**config.mk**
```make
export PLATFORM = sky130hd
export DESIGN_NAME = mac_vector_sequencer
export DESIGN_NICKNAME = d
export VERILOG_FILES = /design/src/rtl/mac_vector_sequencer.sv
export SDC_FILE = /design/constraint.sdc
export NUM_CORES = 1
export LEC_CHECK = 0
export BUFFER_PORTS_ARGS = -buffer_cell sky130_fd_sc_hd__buf_2
export CAP_MARGIN = 20
export CORE_MARGIN = 4
export CORE_UTILIZATION = 40
export CTS_CLUSTER_DIAMETER = 200
export CTS_CLUSTER_SIZE = 30
export DETAILED_ROUTE_END_ITERATION = 8
export GPL_ROUTABILITY_DRIVEN = 0
export PLACE_DENSITY = 0.62
export SYNTH_ARGS = -nofsm -noshare
export SYNTH_HDL_FRONTEND = slang
export SYNTH_SLANG_ARGS = --single-unit
```
**constraint.sdc**
```tcl
create_clock -name clk -period 3.9 [get_ports clk]
set_input_delay 0.195 -clock clk [delete_from_list [all_inputs] [get_ports clk]]
set_output_delay 0.195 -clock clk [all_outputs]
set_load 0.02 [all_outputs]
```
**src/rtl/mac_vector_sequencer.sv**
```systemverilog
// mac_vector_sequencer: operand FIFO plus issue sequencer for the MAC datapath.
// Operand pairs are buffered, issued one per cycle for a programmed length after
// an accumulator clear, and the final accumulator value is returned once the
// MAC pipeline has drained.
module mac_vector_sequencer #(
    parameter int DEPTH = 8,
    parameter int LEN_W = 8,
    parameter int LAT   = 2
) (
    input  logic                     clk,
    input  logic                     rst,
    input  logic                     start,
    input  logic [LEN_W-1:0]         vec_len,
    input  logic                     in_valid,
    output logic                     in_ready,
    input  logic [7:0]               in_a,
    input  logic [7:0]               in_b,
    output logic [7:0]               mac_a,
    output logic [7:0]               mac_b,
    output logic                     mac_clr,
    input  logic [15:0]              mac_acc,
    input  logic                     mac_err,
    output logic                     res_valid,
    input  logic                     res_ready,
    output logic [15:0]              res_data,
    output logic                     res_err,
    output logic                     busy,
    output logic [$clog2(DEPTH):0]   fifo_level
);

    localparam int PTR_W = $clog2(DEPTH);
    localparam int DRN_W = $clog2(LAT + 1);
    localparam logic [PTR_W:0]   LVL_FULL = DEPTH[PTR_W:0];
    localparam logic [DRN_W-1:0] DRN_LAST = LAT[DRN_W-1:0];

    typedef enum logic [2:0] {
        S_IDLE,
        S_CLEAR,
        S_ISSUE,
        S_DRAIN,
        S_DONE
    } state_t;

    // FIFO storage and bookkeeping
    logic [7:0]       r_mem_a [DEPTH];
    logic [7:0]       r_mem_b [DEPTH];
    logic [PTR_W-1:0] r_wr_ptr;
    logic [PTR_W-1:0] r_rd_ptr;
    logic [PTR_W:0]   r_level;

    // Sequencer state
    state_t           r_state;
    logic [LEN_W-1:0] r_len;
    logic [LEN_W-1:0] r_issue_cnt;
    logic [DRN_W-1:0] r_drain_cnt;
    logic [7:0]       r_mac_a;
    logic [7:0]       r_mac_b;
    logic             r_mac_clr;
    logic             r_res_valid;
    logic [15:0]      r_res_data;
    logic             r_res_err;
    logic             r_busy;

    logic             w_full;
    logic             w_empty;
    logic             w_push;
    logic             w_pop;
    logic [7:0]       w_rd_a;
    logic [7:0]       w_rd_b;
    logic [LEN_W-1:0] w_issue_next;

    assign w_full       = (r_level == LVL_FULL);
    assign w_empty      = (r_level == '0);
    assign w_push       = in_valid && !w_full;
    // Pops only happen while issuing; a pair pushed this cycle is counted in
    // r_level from the next cycle, so it cannot be popped the same cycle.
    assign w_pop        = (r_state == S_ISSUE) && !w_empty;
    assign w_rd_a       = r_mem_a[r_rd_ptr];
    assign w_rd_b       = r_mem_b[r_rd_ptr];
    assign w_issue_next = r_issue_cnt + 1'b1;

    assign in_ready   = !w_full;
    assign mac_a      = r_mac_a;
    assign mac_b      = r_mac_b;
    assign mac_clr    = r_mac_clr;
    assign res_valid  = r_res_valid;
    assign res_data   = r_res_data;
    assign res_err    = r_res_err;
    assign busy       = r_busy;
    assign fifo_level = r_level;

    // Operand storage write port.
    // NOTE: the storage array has no reset; validity is tracked entirely by
    // the pointers and level, so clearing it would only cost reset fan-out.
    always_ff @(posedge clk) begin
        if (w_push) begin
            r_mem_a[r_wr_ptr] <= in_a;
            r_mem_b[r_wr_ptr] <= in_b;
        end
    end

    // FIFO pointers and occupancy; pointers wrap naturally at DEPTH.
    // NOTE: sequential state uses non-blocking assignments so every register
    // samples the pre-edge values regardless of statement order.
    always_ff @(posedge clk or posedge rst) begin
        if (rst) begin
            r_wr_ptr <= '0;
            r_rd_ptr <= '0;
            r_level  <= '0;
        end else begin
            if (w_push) r_wr_ptr <= r_wr_ptr + 1'b1;
            if (w_pop)  r_rd_ptr <= r_rd_ptr + 1'b1;
            case ({w_push, w_pop})
                2'b10:   r_level <= r_level + 1'b1;
                2'b01:   r_level <= r_level - 1'b1;
                default: r_level <= r_level;
            endcase
        end
    end

    // Operation sequencer with registered MAC drive and result port.
    always_ff @(posedge clk or posedge rst) begin
        if (rst) begin
            r_state     <= S_IDLE;
            r_len       <= '0;
            r_issue_cnt <= '0;
            r_drain_cnt <= '0;
            r_mac_a     <= '0;
            r_mac_b     <= '0;
            r_mac_clr   <= 1'b0;
            r_res_valid <= 1'b0;
            r_res_data  <= '0;
            r_res_err   <= 1'b0;
            r_busy      <= 1'b0;
        end else begin
            // Idle drive to the MAC unless a state below issues a pair or clear.
            r_mac_a   <= '0;
            r_mac_b   <= '0;
            r_mac_clr <= 1'b0;
            case (r_state)
                S_IDLE: begin
                    if (start) begin
                        r_busy    <= 1'b1;
                        r_res_err <= 1'b0;
                        if (vec_len != '0) begin
                            r_len       <= vec_len;
                            r_issue_cnt <= '0;
                            r_mac_clr   <= 1'b1;
                            r_state     <= S_CLEAR;
                        end else begin
                            r_res_data  <= '0;
                            r_res_valid <= 1'b1;
                            r_state     <= S_DONE;
                        end
                    end
                end
                S_CLEAR: begin
                    r_res_err <= r_res_err | mac_err;
                    r_state   <= S_ISSUE;
                end
                S_ISSUE: begin
                    r_res_err <= r_res_err | mac_err;
                    if (w_pop) begin
                        r_mac_a     <= w_rd_a;
                        r_mac_b     <= w_rd_b;
                        r_issue_cnt <= w_issue_next;
                        if (w_issue_next == r_len) begin
                            r_drain_cnt <= '0;
                            r_state     <= S_DRAIN;
                        end
                    end
                end
                S_DRAIN: begin
                    // First cycle shows the last pair; LAT zero cycles follow,
                    // after which its product is visible on mac_acc.
                    r_res_err <= r_res_err | mac_err;
                    if (r_drain_cnt == DRN_LAST) begin
                        r_res_data  <= mac_acc;
                        r_res_valid <= 1'b1;
                        r_state     <= S_DONE;
                    end else begin
                        r_drain_cnt <= r_drain_cnt + 1'b1;
                    end
                end
                S_DONE: begin
                    if (res_ready) begin
                        r_res_valid <= 1'b0;
                        r_busy      <= 1'b0;
                        r_state     <= S_IDLE;
                    end
                end
                default: begin
                    r_busy  <= 1'b0;
                    r_state <= S_IDLE;
                end
            endcase
        end
    end

endmodule

```
==> impl_metrics.json <==
{
  "initialDrtViolationCount": 194,
  "clk_pin_slew_worst_paths_ns": 0.07,
  "portBuffers": 86,
  "syn-instance-count": 450,
  "grt_remaining_overflow": 0,
  "post-synth-top-area-fraction_pct": 49.5,
  "wl_met3_um": 768,
  "pin_count_of_the_biggest_net_entering_global_routing": 41,
  "layout.area.seq_um2": 5520,
  "layout_min_cycle_time_ns": 2.52,
  "fmax_mhz": 397,
  "timing.critical_path.max_delay_family": "simple AND/OR/NAND/NOR gates",
  "setup_tns_ns": 0,
  "met1_length_mm": 6.84,
  "root_buf_cell": "clkbuf_16",
  "dieArea_um2": 21700,
  "vdd_ir_drop_max_v": 0.000453,
  "diodes": 0,
  "final_nets": 614,
  "synthMostInstantiatedCell": "edfxtp_1",
  "worst-path-buf-inv": 1,
  "wl_met2_mm": 7.45,
  "crit_fanout": 7,
  "horizontal_extent_of_the_die_um": 147,
  "yosysTopAreaCell": "edfxtp_1",
  "nFillCells": 1618,
  "clock_latency_at_the_later_pin_of_the_worst_skew_pair_ns": 0.43,
  "timing.final.ws_setup_ns": 1.38,
  "setup_viol_count_final": 0,
  "worstPathCellList": "or4_4 > nand2_2 > inv_2 > ha_1 > ha_1 > a21o_1 > a21oi_1 > xnor2_1 > nor2_1 > xor2_1",
  "fin_skew_ns": 0.0148,
  "synth_edf_count": 128,
  "synthToLayoutAreaGrowth_pct": 20.1,
  "worstPathArrival_ns": 2.82,
  "final_hold_violating_endpoints": 0,
  "slew_violations": 0,
  "drcViolationCount": 0,
  "max_slew_headroom_pct": 29.9,
  "multiInputGateArea_um2": 2170,
  "final_cell_area_um2": 9330,
  "critical_path_launch_point_type": "register",
  "post_synth_main_area_contributors": "edfxtp_1 (49%), dfrtp_1 (22%), mux4_2 (9.3%), mux2i_1 (2.2%), a22o_1 (2.0%)",
  "max_slew.worst_pin.slew_ns": 1.05,
  "place_worst_setup_slack_ns": 1.40,
  "grt_pass1_wl_mm": 24.8,
  "cap_violations": 0,
  "synth_nets": 504,
  "core_region_area_um2": 18900,
  "top_signal_layer_used": "met5",
  "initial_core_util_pct": 41.1,
  "unrepaired_setup_endpoints_after_global_routing": "false",
  "dp_hpwl_mm": 9.46,
  "cts.sink_count": 195,
  "powerDensity_nw_per_um2": 779,
  "syn_area_um2": 7770,
  "boundaryPins": 87,
  "final_layout_size_suffix_gt1_share_pct": 32.8,
  "postSynthRegisterBits": 195,
  "floorplan.die.height_um": 147,
  "path_class": "reg -> reg",
  "hold_path_class": "in -> reg",
  "outcome": "finished clean",
  "detailed_place.area_um2": 8540,
  "postRouteAntennaNets": 0,
  "cts_setup_buffers": 0,
  "h-tree-depth": 4,
  "placementRows": 50,
  "drt_pre_antenna_iters": 4,
  "most_frequent_cp_cell": "ha_1",
  "slowest_delay_ns": 0.58,
  "routed_wirelength_mm": 15.2,
  "tritoncts.num_buffers": 17,
  "vias": 4248,
  "crit_path_top_delay_cell": "or4_4",
  "vias_per_cell": 5.10,
  "via_count_of_the_first_global_routing_pass": 4390,
  "grtUsageTotal_pct": 14.9,
  "grt_antenna_before_repair": 2,
  "async_flop_share_pct": 34.4,
  "synth_seq_area_share_pct": 71.1,
  "yosys_most_used_dff": "edfxtp_1",
  "worst_ep_required_time_ns": 4.21,
  "timing.critical_path.to_type": "register",
  "syn_area_per_cell_um2": 17.3,
  "timing.final.crit_share_pct": 64.6,
  "power.leakage_nw": 3.56,
  "tritoncts": "built",
  "synth_cell_type_count": 46,
  "synth_warnings": 0,
  "synth_commonest_cells": "edfxtp_1 (128), dfrtp_1 (67), mux4_2 (32), nor2_1 (28), nand2_1 (21)",
  "hold_slack_ns": 0.0215,
  "cts.path.max_buffers": 2,
  "wl_per_cell_um": 18.3
}
## cells in the final DEF, fill, tap and decap left out, types with 3 or more instances in the layout
cell type,instances
a211o_1,3
a21oi_1,6
a22o_1,18
and2_1,3
buf_2,86
buf_4,5
clkbuf_16,17
dfrtp_1,65
dlygate4sd3_1,16
edfxtp_1,128
ha_1,7
inv_1,8
inv_6,3
mux2_2,9
mux2i_1,17
mux4_2,32
nand2_1,21
nand2b_1,3
nand3_1,7
nor2_1,25
nor2_2,4
nor3_1,4
nor3_4,4
nor4_2,3
o21ai_0,7
o21ai_1,5
o31ai_1,6
xnor2_1,16
xor2_1,5
## final cells by class
cell class / count / share of cell area [%]
Clock buffer: 20 / 4.79
Clock inverter: 12 / 1.53
Inverter: 10 / 0.402
Multi-Input combinational cell: 226 / 23.2
Sequential cell: 195 / 59.2
Tap cell: 260 / 3.49
Timing Repair Buffer: 110 / 7.35
## sequential cells by signal (all words and copies together), names as in the netlist
signal       flops
r_drain_cnt      2
r_len            8
fifo_level       4
r_mem_b         64
r_rd_ptr         3
mac_clr          1
r_issue_cnt      8
res_valid        1
busy             1
r_state          3
res_err          1
res_data        16
mac_a            8
r_mem_a         64
r_wr_ptr         3
mac_b            8
## final timing paths
check	start	to	slack (ns)	cells past startpoint
max reg2reg	fifo_level[0]	fifo_level[3]	1.38	10
min	mac_acc[8]	res_data[8]	0.02	2
min in group asynchronous	rst	mac_b[1]	0.52	3
max in group asynchronous	rst	r_rd_ptr[1]	2.41	4
min reg2reg	res_data[15]	res_data[15]	0.50	1
max	fifo_level[0]	fifo_level[3]	1.38	10
## worst reg2reg max path, stage by stage, from the launching register on
cell,delay (ns)
dfrtp_1,0.45
or4_4,0.58
nand2_2,0.10
inv_2,0.07
ha_1,0.22
ha_1,0.28
a21o_1,0.19
a21oi_1,0.19
xnor2_1,0.14
nor2_1,0.06
xor2_1,0.14
## power by group
group | internal, mW | switching [mW]
sequential | 2.72 | 0.452
combinational | 1.12 | 1.24
clock | 0.976 | 0.762
## layer usage
layer / vias to the layer above / GRT usage (%)
li1: 1960 / -
met4: 4 / 3.96
met3: 14 / 4.26
met5: - / 0
met1: 2160 / 20.1
met2: 110 / 23.8
## metrics by stage
stage / std cells / power (mW) / util (%)
after floorplan: 450 / 4.82 / -
after global placement: 781 / 5.49 / 45.1
after detailed placement: 782 / 5.60 / 45.2
after CTS: 829 / 7.36 / 49.1
after global routing: 833 / 7.73 / 49.4
final: 833 / 7.26 / 49.4
## cell families (layout without fill, tap and decap cells)
kind of cell | count (synthesis) | in the layout | share of synthesized area [%]
flip-flops | 195 | 195 | 71.1
AND/OR/NAND/NOR | 87 | 87 | 5.77
multiplexers | 58 | 58 | 12.8
AO/OA/AOI/OAI | 52 | 52 | 4.85
buffers and inverters | 29 | 152 | 1.79
XOR/XNOR | 21 | 21 | 2.37
adder cells (fa/ha/maj) | 8 | 8 | 1.39
## timing repair
item	CTS	global route
hold buffers	15	1
resized for setup	0	0
hold endpoints to repair	39	1
Note: power is estimated with default switching activity, not from simulation.
